**src/rtl/inst_encoder.sv**
```systemverilog
// inst_encoder: RV32I field packer and instruction-memory program loader.
// Accepts decoded instruction fields over a valid/ready beat interface, packs
// each beat into a 32-bit RV32I word and streams the words to the imem write
// port through a one-entry stalling output register.
// Optional feature macro: INST_ENC_RANGE_CHECK_EN enables the immediate-fit
// check (error code 11); without it the encoding is identical and code 11 is
// never raised.

module inst_encoder #(
    parameter int unsigned ADDR_W    = 8,
    parameter int unsigned BASE_ADDR = 0
) (
    input  logic              clk,
    input  logic              reset,
    input  logic              start,
    input  logic              in_valid,
    output logic              in_ready,
    input  logic [6:0]        opcode,
    input  logic [4:0]        rd,
    input  logic [4:0]        rs1,
    input  logic [4:0]        rs2,
    input  logic [2:0]        func3,
    input  logic [6:0]        func7,
    input  logic [31:0]       imm,
    input  logic              last,
    input  logic              mem_ready,
    output logic              wr_en,
    output logic [ADDR_W-1:0] wr_addr,
    output logic [31:0]       wr_inst,
    output logic [ADDR_W:0]   count,
    output logic              done,
    output logic [1:0]        err_code
);

    typedef enum logic [1:0] {
        S_IDLE,
        S_LOAD,
        S_DRAIN,
        S_DONE
    } state_t;

    localparam logic [6:0] OP_R      = 7'b0110011;
    localparam logic [6:0] OP_IMM    = 7'b0010011;
    localparam logic [6:0] OP_LOAD   = 7'b0000011;
    localparam logic [6:0] OP_JALR   = 7'b1100111;
    localparam logic [6:0] OP_SYSTEM = 7'b1110011;
    localparam logic [6:0] OP_STORE  = 7'b0100011;
    localparam logic [6:0] OP_BRANCH = 7'b1100011;
    localparam logic [6:0] OP_LUI    = 7'b0110111;
    localparam logic [6:0] OP_AUIPC  = 7'b0010111;
    localparam logic [6:0] OP_JAL    = 7'b1101111;

    localparam logic [31:0] NOP_WORD = 32'h0000_0013;

    localparam logic [1:0] ERR_OK     = 2'b00;
    localparam logic [1:0] ERR_OPCODE = 2'b01;
    localparam logic [1:0] ERR_OVF    = 2'b10;
    localparam logic [1:0] ERR_RANGE  = 2'b11;

    localparam logic [ADDR_W-1:0] ADDR_BASE = ADDR_W'(BASE_ADDR);
    localparam logic [ADDR_W-1:0] ADDR_LAST = '1;

    state_t              state_q, state_d;
    logic                wr_en_q, wr_en_d;
    logic [ADDR_W-1:0]   wr_addr_q, wr_addr_d;
    logic [31:0]         wr_inst_q, wr_inst_d;
    logic [ADDR_W:0]     count_q, count_d;
    logic [1:0]          err_q, err_d;

    logic [31:0]         enc_word;
    logic                op_bad;
    logic                imm_bad;
    logic                wr_fire;
    logic                accept;
    logic                at_end;

    // Pack the current beat's fields into an RV32I word according to its opcode.
    always_comb begin
        enc_word = NOP_WORD;
        op_bad   = 1'b0;
        case (opcode)
            OP_R: begin
                enc_word = {func7, rs2, rs1, func3, rd, opcode};
            end
            OP_IMM: begin
                // Shift-immediates carry funct7 in the upper immediate bits.
                if (func3 == 3'b001 || func3 == 3'b101) begin
                    enc_word = {func7, imm[4:0], rs1, func3, rd, opcode};
                end else begin
                    enc_word = {imm[11:0], rs1, func3, rd, opcode};
                end
            end
            OP_LOAD, OP_JALR, OP_SYSTEM: begin
                enc_word = {imm[11:0], rs1, func3, rd, opcode};
            end
            OP_STORE: begin
                enc_word = {imm[11:5], rs2, rs1, func3, imm[4:0], opcode};
            end
            OP_BRANCH: begin
                enc_word = {imm[12], imm[10:5], rs2, rs1, func3, imm[4:1], imm[11], opcode};
            end
            OP_LUI, OP_AUIPC: begin
                enc_word = {imm[31:12], rd, opcode};
            end
            OP_JAL: begin
                enc_word = {imm[20], imm[10:1], imm[11], imm[19:12], rd, opcode};
            end
            default: begin
                op_bad = 1'b1;
            end
        endcase
    end

`ifdef INST_ENC_RANGE_CHECK_EN
    logic fit12;
    logic fit13;
    logic fit21;

    // Flag immediates whose value cannot be represented by their format.
    always_comb begin
        fit12   = (imm[31:11] == '0) || (imm[31:11] == '1);
        fit13   = (imm[31:12] == '0) || (imm[31:12] == '1);
        fit21   = (imm[31:20] == '0) || (imm[31:20] == '1);
        imm_bad = 1'b0;
        case (opcode)
            OP_IMM, OP_LOAD, OP_JALR, OP_SYSTEM, OP_STORE: imm_bad = !fit12;
            OP_BRANCH:                                     imm_bad = !fit13 || imm[0];
            OP_JAL:                                        imm_bad = !fit21 || imm[0];
            OP_LUI, OP_AUIPC:                              imm_bad = (imm[11:0] != '0);
            default:                                       imm_bad = 1'b0;
        endcase
    end
`else
    // Immediate range checking is compiled out.
    always_comb begin
        imm_bad = 1'b0;
    end
`endif

    assign in_ready = (state_q == S_LOAD) && (!wr_en_q || mem_ready);
    assign wr_fire  = wr_en_q && mem_ready;
    assign accept   = in_valid && in_ready;

    // Next-state logic: load FSM, output register, address/count and sticky error.
    always_comb begin
        state_d   = state_q;
        wr_en_d   = wr_en_q;
        wr_addr_d = wr_addr_q;
        wr_inst_d = wr_inst_q;
        count_d   = count_q;
        err_d     = err_q;

        // A completed write advances the address first, so a beat accepted in
        // the same cycle lands on the following address; the address saturates
        // at the top of memory instead of wrapping.
        if (wr_fire) begin
            wr_en_d = 1'b0;
            count_d = count_q + (ADDR_W + 1)'(1);
            if (wr_addr_q != ADDR_LAST) begin
                wr_addr_d = wr_addr_q + ADDR_W'(1);
            end
        end
        at_end = (wr_addr_d == ADDR_LAST);

        case (state_q)
            S_IDLE, S_DONE: begin
                if (start) begin
                    state_d   = S_LOAD;
                    wr_en_d   = 1'b0;
                    wr_addr_d = ADDR_BASE;
                    count_d   = '0;
                    err_d     = ERR_OK;
                end
            end
            S_LOAD: begin
                if (accept) begin
                    wr_en_d   = 1'b1;
                    wr_inst_d = enc_word;
                    if (err_q == ERR_OK) begin
                        if (op_bad) begin
                            err_d = ERR_OPCODE;
                        end else if (at_end && !last) begin
                            err_d = ERR_OVF;
                        end else if (imm_bad) begin
                            err_d = ERR_RANGE;
                        end
                    end
                    if (last || at_end) begin
                        state_d = S_DRAIN;
                    end
                end
            end
            S_DRAIN: begin
                if (wr_fire) begin
                    state_d = S_DONE;
                end
            end
            default: begin
                state_d = S_IDLE;
            end
        endcase
    end

    // State and output registers with synchronous reset.
    always_ff @(posedge clk) begin
        if (reset) begin
            state_q   <= S_IDLE;
            wr_en_q   <= 1'b0;
            wr_addr_q <= ADDR_BASE;
            wr_inst_q <= '0;
            count_q   <= '0;
            err_q     <= ERR_OK;
        end else begin
            state_q   <= state_d;
            wr_en_q   <= wr_en_d;
            wr_addr_q <= wr_addr_d;
            wr_inst_q <= wr_inst_d;
            count_q   <= count_d;
            err_q     <= err_d;
        end
    end

    assign wr_en    = wr_en_q;
    assign wr_addr  = wr_addr_q;
    assign wr_inst  = wr_inst_q;
    assign count    = count_q;
    assign done     = (state_q == S_DONE);
    assign err_code = err_q;

endmodule
```
**config.mk**
```make
export PLATFORM = sky130hd
export DESIGN_NAME = inst_encoder
export DESIGN_NICKNAME = d
export VERILOG_FILES = /design/src/rtl/inst_encoder.sv
export SDC_FILE = /design/constraint.sdc
export NUM_CORES = 1
export LEC_CHECK = 0
export ABC_AREA = 1
export CORE_ASPECT_RATIO = 1.5
export CORE_MARGIN = 2
export CORE_UTILIZATION = 40
export DETAILED_ROUTE_END_ITERATION = 16
export GPL_ROUTABILITY_DRIVEN = 0
export PLACE_DENSITY_LB_ADDON = 0.25
export SLEW_MARGIN = 20
export SYNTH_ARGS = -nofsm -noshare
export SYNTH_HDL_FRONTEND = slang
export SYNTH_SLANG_ARGS = --single-unit
```
**constraint.sdc**
```tcl
create_clock -name clk -period 1.6 [get_ports clk]
set_input_delay 0.4 -clock clk [delete_from_list [all_inputs] [get_ports clk]]
set_output_delay 0.4 -clock clk [all_outputs]
set_load 0.01 [all_outputs]
```
# --- Word level (Yosys, flattened, before mapping) ---
# Cells that the tools add are included.
totals:
  reg_bits: 54
  elab_cells: 74
  in_bits: 70
op_classes:
  n_eq_ne: 23
  addsub: 2
  reduce_logical: 19
  mux: 24
op_table:
  columns: ["cell", "n"]
  rows:
  - ["32-bit one-hot mux with 7 select lines", 1]
  - ["32-bit 2-to-1 mux", 1]
  - ["8-bit 2-to-1 mux", 4]
  - ["7-bit equality test (second input constant)", 4]
  - ["9-bit 2-to-1 mux", 3]
  - ["7-bit by 6-bit equality test with 1-bit output (second input constant)", 3]
  - ["2-bit 2-to-1 mux", 9]
  - ["7-bit by 5-bit equality test with 1-bit output (second input constant)", 2]
  - ["10-bit OR reduction", 1]
  - ["9-bit by 1-bit adder with 9-bit output (second input constant)", 1]
  - ["8-bit by 1-bit adder with 8-bit output (second input constant)", 1]
  - ["8-bit equality test (second input constant)", 1]
  - ["8-bit != test (second input constant)", 1]
  - ["7-bit by 2-bit equality test with 1-bit output (second input constant)", 1]
  - ["2-bit != test (second input constant)", 3]
  - ["2-bit one-hot mux with 3 select lines", 1]
  - ["5-bit AND reduction", 1]
  - ["2-bit equality test (second input constant)", 2]
  - ["1-bit logical AND", 4]
  - ["2-bit zero test", 2]
  - ["2-bit by 1-bit != test with 1-bit output (second input constant)", 2]
  - ["2-bit one-hot mux with 2 select lines", 1]
  - ["4-bit AND reduction", 1]
  - ["2-bit OR reduction", 2]
  - ["other kinds (11)", 16]

# --- Longest topological paths before layout ---
# Gate-level depths: netlist of the first run.
depth:
  ltp_word: 10
  ltp_mapped: 14
  depth_no_buf: 14

# --- Worst setup path after synthesis of the first run ---
# Ideal clock, no wire load.
synth_timing:
  path_kind: "flip-flop to flip-flop"
  startpoint: "register state_q[0]"
  endpoint: "register state_q[0]"
  path_slack_ns: -0.188
  required_time_ns: 1.485
  arrival_time_ns: 1.673
  path_stages_with_launch: 11
  setup_time_ns: 0.115
  synth_period_minus_slack_ns: 1.788
  path_cell_list: "dfxtp_1 > ha_1 > inv_2 > nor2_1 > nand2_1 > inv_2 > nor2_1 > a211oi_1 > nand3_1 > nand2_1 > nor2_1"
synth_between:
  elab_chain_cells: 5
  word_cells_on_any_way: 13
  cone_classes: "eq/ne: 7; mux: 1; reduce/logical: 5"
synth_rtl:
  columns: ["element", "line", "text"]
  rows:
  - ["from (decl)", "63", "state_t state_q, state_d;"]
  - ["from (signal assigned)", "214", "state_q <= state_d;"]
  - ["2-bit by 1-bit equality test with 1-bit output", "140", "assign in_ready = (state_q == S_LOAD) && (!wr_en_q || mem_ready);"]
  - ["1-bit logical AND", "140", null]
  - ["via in_ready", "17", "output logic in_ready,"]
  - ["1-bit logical AND", "142", "assign accept = in_valid && in_ready;"]
  - ["2-bit != test (no line)", null, null]
  - ["4-bit AND reduction (no line)", null, null]
# The timed path passes the listed nets, and every way through them passes these cells.
# A chain may end at the register's enable or synchronous reset.

# --- Worst setup path in the final report of the first run ---
layout_timing:
  startpoint: "register wr_addr_q[1] (netlist: wr_addr[1])"
  endpoint: "register state_q[1]"
layout_between:
  elab_chain_cells: 7
  word_cells_on_any_way: 8
  cone_classes: "add/sub: 1; eq/ne: 3; mux: 2; reduce/logical: 2"
layout_rtl:
  columns: ["element", "line", "text"]
  rows:
  - ["from (decl)", "65", "logic [ADDR_W-1:0] wr_addr_q, wr_addr_d;"]
  - ["from (signal assigned)", "216", "wr_addr_q <= wr_addr_d;"]
  - ["8-bit by 1-bit adder with 8-bit output or 8-bit != test (tied branches)", "160, 159", null]
  - ["8-bit 2-to-1 mux", "159", "if (wr_addr_q != ADDR_LAST) begin"]
  - ["8-bit 2-to-1 mux (*)", "156", "if (wr_fire) begin"]
  - ["8-bit equality test (*)", "163", "at_end = (wr_addr_d == ADDR_LAST);"]
  - ["1-bit logical OR (*)", "188", "if (last || at_end) begin"]
  - ["2-bit by 1-bit != test with 1-bit output (no line) (*)", null, null]
  - ["4-bit AND reduction (no line) (*)", null, null]
# Every way passes the cells marked *; elsewhere a longest branch is shown, timed or not.

==> impl_metrics.toml, run 1 <==
[status]
status = "complete, but fails checks"
violations = "setup timing"

[setup_path]
worstPathArrival_ps = 1960
critPathBufInv = 2
worstPathCellList = "ha_4, buf_6, nand3_2, nor2_2, nand2_1, nand2_1, nand2_1, inv_1, nand2_1, nor2_2, nand2_1, nand2_2, nand3_1, nand2_1, nor2_1"
regToRegSetupSlack_ps = -170
critPathCaptureType = "register"
cp_slowest_cell = "dfxtp_4"
cp_max_fo = 4
required_ps = 1790
cp-startpoint = "wr_addr[1]"
path_common_cell = "nand2_1"
path_delay_family = "simple AND/OR/NAND/NOR gates"
critical_path.max_stage_delay_ps = 360
start_kind = "register"
r2r-start = "wr_addr[1]"
critPathKind = "register to register"

[routing]
viasPerCell = 5.15
wl_per_cell_um = 14.9
drtAntennaViolNets = 0
drc = 0
vias = 3943
drt_iter0_drc = 104
drt-pass1-iter-count = 4
drt-total-wl_um = 11400

[flow_run]
cap_violations = 0

[logic_synthesis]
avgSynthCellArea_um2 = 6.72
syn-cell-area_um2 = 3120
synth-main-ff-cell = "dfxtp_1"
synth_nets = 541
ys.warnings.count = 0
seq_area_frac_synth_pct = 34.6
ys_ff_latch = 54
yosysUniqueCellTypes = 39
synth_edf_count = 0
synth_cells = 465
async_reset_ff_share_pct = 0

[sta]
setup_ws_ps = -169
fin_skew_ps = 6.61
relSlewSlack_pct = 76.4
fmax_mhz = 565
hold_viol_final = 0
setup_viol = 4
period_needed_ps = 1770
tightest_slew_ps = 353
fin_crit_sh_pct = 111
rsz0062_at_grt = "yes"
slew_violations = 0

[cells_and_area]
multi_input_area_um2 = 2120
seq_area_um2 = 1100
drive_gt1_share_pct = 31.5
diodes = 0
nFillCells = 605
areaGrowthSynthToFinish_pct = 76.5
final_nets = 739
stdcell_count = 766

[pwr]
vdd.ir_drop.worst_uv = 502
power_density_nw_per_um2 = 704
p_leak_nw = 2.75

[placement]
port_buffers = 123
hpwl_um = 8200
dp_slack_ps = -620
dp_cells = 743

[die]
io_pins = 124
start_util_pct = 41.0
fp.coreArea_um2 = 7610
rows = 39
die_h_um = 112
die-width_um = 76.1
die_area_um2 = 8540

[cts]
cts_hold_buf = 0
clock-root-buffer = "clkbuf_16"
clkTransAtPathRegs_ps = 80
cts_tree = "built"
h-tree-depth = 2
cts_inserted_buffers = 5
clkLatencyLatePin_ps = 300
clock_path_buffers = 2
clock-sinks = 54

[grt]
antenna_found_initial = 0
grt-ovfl-total = 0
grt_pass1_vias = 4090
track_usage_pct = 26.3
grt_max_degree = 21
grt_pass1_wl_um = 18100

[worst_hold_path]
hold_path.class = "register to register"
hold_start = "wr_inst[21]"
path summary, 6_finish.rpt:
kind	depth (start not counted)	endpoint
setup / recovery	15	state_q[1]
hold / removal	2	wr_inst[21]
setup reg to reg	15	state_q[1]
hold reg to reg	2	wr_inst[21]
timing repair:
action,4_1_cts,5_1_grt
resized for setup,99,63
pin swaps,18,33
setup buffers,6,9
cloned,2,0
endpoints found under the setup margin,69,53
layer usage:
metal  wire, µm  global-route usage (%)  vias to the layer above  share of wire, %
li1           -                       -                     1904                 -
met1       3820                    24.9                     1817                33
met2       6350                    51.5                      182                56
met3        787                    5.63                       40               6.9
met4        479                    14.7                        0               4.2
met5          0                       0                        -                 0
report_power, final:
group          leakage (nW)  total (W)  switching, W  internal, W
Clock                0.0753    0.00119      0.000517     0.000678
Sequential            0.440    0.00144     0.0000426      0.00140
Combinational          2.23    0.00124      0.000643     0.000602
tightest hold or removal path: stages, from the launching register on:
cell and delay (ps):
dfxtp_1 310, nand2_1 60, a21oi_1 60
cells in the mapped netlist (8+ instances only):
| master | count | share of area, % |
|---|---|---|
| dfxtp_1 | 54 | 35 |
| nand3_1 | 36 | 5.8 |
| clkbuf_1 | 8 | 0.96 |
| nand2_2 | 8 | 1.6 |
| a21oi_1 | 36 | 5.8 |
| nor2_1 | 29 | 3.5 |
| inv_1 | 36 | 4.3 |
| o21ai_0 | 10 | 1.6 |
| nand2_1 | 154 | 19 |
| o21ai_1 | 14 | 2.2 |
| a21oi_2 | 9 | 2.5 |
kinds of logic after synthesis:
group	after synthesis	synth area share, %
flops	54	34.6
simple gates	258	37.2
buf+inv	57	7.73
fa+ha+maj	6	2.40
compound gates	86	16.9
xor+xnor	4	1.12
registers in the layout (all words and copies together) (netlist names):
register / count
wr_inst: 32
count: 9
wr_addr: 8
err_code: 2
state_q: 2
wr_en: 1
cell type report:
type | instances | area share [%]
timing repair buffer | 202 | 33.2
clock inverter | 1 | 0.136
timing repair inverter | 1 | 0.0681
multi-input combinational | 355 | 38.5
tap | 102 | 2.32
inverter | 44 | 3.15
sequential | 54 | 19.9
clock buffer | 7 | 2.79
layout by cell type (no fill, tap or decap), drive strengths merged, types with 3 or more instances in the layout:
cell             n
clkbuf          14
nand2          166
o21ai           30
dlymetal6s2s    15
o21a             3
clkdlybuf4s50   68
inv             44
dfxtp           54
a21oi           45
o211ai           3
nand3           38
buf             81
dlygate4sd2     31
ha               6
and2             6
nor2            35
nor3             7
nand4            5
per-stage QoR:
| stage | hold WS [ps] | cell area [µm²] | util [%] | TNS, ps | power, W |
|---|---|---|---|---|---|
| 2_1_floorplan | 477 | 3170 | - | 0 | 0.00201 |
| 3_3_place_gp | 452 | 4970 | 65.3 | -19740 | 0.00259 |
| 3_5_place_dp | 454 | 4970 | 65.3 | -21880 | 0.00261 |
| 4_1_cts | 467 | 5330 | 70.0 | -160 | 0.00385 |
| 5_1_grt | 491 | 5510 | 72.4 | -1070 | 0.00407 |
| 6_report | 467 | 5510 | 72.4 | -498 | 0.00388 |
No activity file was read; power rests on OpenSTA's default activity.
==> run 2, diff against run 1 <==
--- a/config.mk
+++ b/config.mk
@@ -9,6 +9,7 @@
 export CORE_ASPECT_RATIO = 1.5
 export CORE_MARGIN = 2
 export CORE_UTILIZATION = 40
+export CTS_BUF_LIST = sky130_fd_sc_hd__clkbuf_8 sky130_fd_sc_hd__clkbuf_16
 export DETAILED_ROUTE_END_ITERATION = 16
 export GPL_ROUTABILITY_DRIVEN = 0
 export PLACE_DENSITY_LB_ADDON = 0.25
==> impl_metrics.toml, run 2 (synthesis results as in run 1) <==
[setup_path]
critPathCaptureType = "register"
worstPathArrival_ps = 1960
r2r-start = "wr_addr[1]"
regToRegEndpoint = "state_q[1]"
critical_path.max_stage_delay_ps = 360
start_kind = "register"
cp_max_fo = 4
r2r_cells = 15
worstPathCellList = "ha_4, buf_6, nand3_2, nor2_2, nand2_1, nand2_1, nand2_1, inv_1, nand2_1, nor2_2, nand2_1, nand2_2, nand3_1, nand2_1, nor2_1"
required_ps = 1790
regToRegSetupSlack_ps = -160
path_common_cell = "nand2_1"
critPathKind = "register to register"
cp_slowest_cell = "dfxtp_4"

[grt]
grt_pass1_wl_um = 18100
grt_max_degree = 21
antenna_found_initial = 0
grt_pass1_vias = 4090
track_usage_pct = 26.3
grt-ovfl-total = 0

[cells_and_area]
drive_gt1_share_pct = 31.5
multi_input_area_um2 = 2120
seq_area_um2 = 1100
diodes = 0
areaGrowthSynthToFinish_pct = 76.5
stdcell_count = 766
final_nets = 739
nFillCells = 605
largest_register_ffs = 32
final_common_cell = "nand2_1"
layout_common_cells = "137 x nand2_1, 70 x buf_4, 68 x clkdlybuf4s50_1"

[pwr]
p_sw_share_pct = 31.0
power_density_nw_per_um2 = 703
comb_power_share_pct = 32.1
p_seq_share_pct = 37.2
clockPowerShare_pct = 30.6
internal_power_w = 0.00267
vdd.ir_drop.worst_uv = 501
p_leak_nw = 2.75
p_switching_w = 0.00120

[placement]
hpwl_um = 8200
port_buffers = 123
dp_slack_ps = -620
dp_cells = 743

[sta]
fmax_mhz = 567
fin_skew_ps = 6.04
relSlewSlack_pct = 76.5
hold_viol_final = 0
setup_ws_ps = -165
rsz0062_at_grt = "yes"
tightest_slew_ps = 352
holdWs_ps = 465
setup_viol = 4
slew_violations = 0
setup_tns_ps = -480
period_needed_ps = 1760
fin_crit_sh_pct = 110

[worst_hold_path]
hold_start = "wr_inst[21]"
hold_path.class = "register to register"
hold_depth = 2
hold-path-endpoint = "wr_inst[21]"

[die]
io_pins = 124
fp.coreArea_um2 = 7610
die_area_um2 = 8540
rows = 39
die-width_um = 76.1
die_h_um = 112
start_util_pct = 41.0

[cts]
cts_hold_buf = 0
clkTransAtPathRegs_ps = 80
cts_tree = "built"
clock_path_buffers = 2
clock-root-buffer = "clkbuf_16"
cts_inserted_buffers = 5
clock-sinks = 54
h-tree-depth = 2
clkLatencyLatePin_ps = 300

[routing]
vias = 3927
drt-pass1-iter-count = 4
drt_iter0_drc = 105
drc = 0
drtAntennaViolNets = 0
viasPerCell = 5.13
wl_per_cell_um = 15.0
drt-total-wl_um = 11500

[status]
status = "complete, but fails checks"
violations = "setup timing"

[flow_run]
cap_violations = 0
[run 2: cell count changes in the layout (fill, tap and decap cells not counted), sizes merged]
cell	previous run	this run
clkbuf	14	13
inv	44	45
[run 2: routing by layer]
layer,share of wire [%],global-route usage (%),wire length (µm)
met2,55,51.5,6310
met3,6.4,5.63,737
met5,0,0,0
met4,4.7,14.7,539
met1,34,24.9,3880
[run 2: stage by stage]
stage / area, µm² / total power, W / util [%]
CTS: 5330 / 0.00384 / 70.0
detailed placement: 4970 / 0.00261 / 65.3
finish: 5510 / 0.00388 / 72.4
floorplan: 3170 / 0.00201 / -
global route: 5510 / 0.00406 / 72.4
global placement: 4970 / 0.00259 / 65.3
[run 2: repair_timing]
| item | 4_1_cts | 5_1_grt |
|---|---|---|
| resized for setup | 99 | 63 |
| cloned | 2 | 0 |
| setup buffers | 6 | 9 |
| endpoints found under the setup margin | 69 | 53 |
| pin swaps | 18 | 33 |
| hold endpoints to repair | 0 | 0 |
[run 2: how the worst max path moves through the flow]
stage / start / to / slack (ps)
after floorplan: state_q[0] / wr_inst[4] / 7
after global placement: opcode[0] / wr_inst[21] / -560
after detailed placement: mem_ready / state_q[0] / -620
after CTS: wr_addr[0] / state_q[0] / -80
after global routing: wr_addr[1] / state_q[0] / -310
final: wr_addr[1] / state_q[1] / -160
[run 2: worst max-delay path: cells and delay by family, from the launching register on]
kind | cells | cell delay [ps]
adder cells (fa/ha/maj) | 1 | 150
flip-flops | 1 | 360
AND/OR/NAND/NOR | 12 | 980
buffers and inverters | 2 | 170
[run 2: power by group through the flow]
stage	Clock, W	Combinational (W)	Sequential [W]
after global placement	0	0.00113	0.00146
final	0.00119	0.00124	0.00144
after global routing	0.00126	0.00136	0.00145
after floorplan	0	0.000524	0.00149
after detailed placement	0	0.00115	0.00146
after CTS	0.00121	0.00119	0.00144
[run 2: final cells by class]
cell class,instances,area share [%]
clock buffer,6,2.72
clock inverter,2,0.204
inverter,44,3.15
multi-input combinational,355,38.5
sequential,54,19.9
tap,102,2.32
timing repair buffer,202,33.2
timing repair inverter,1,0.0681
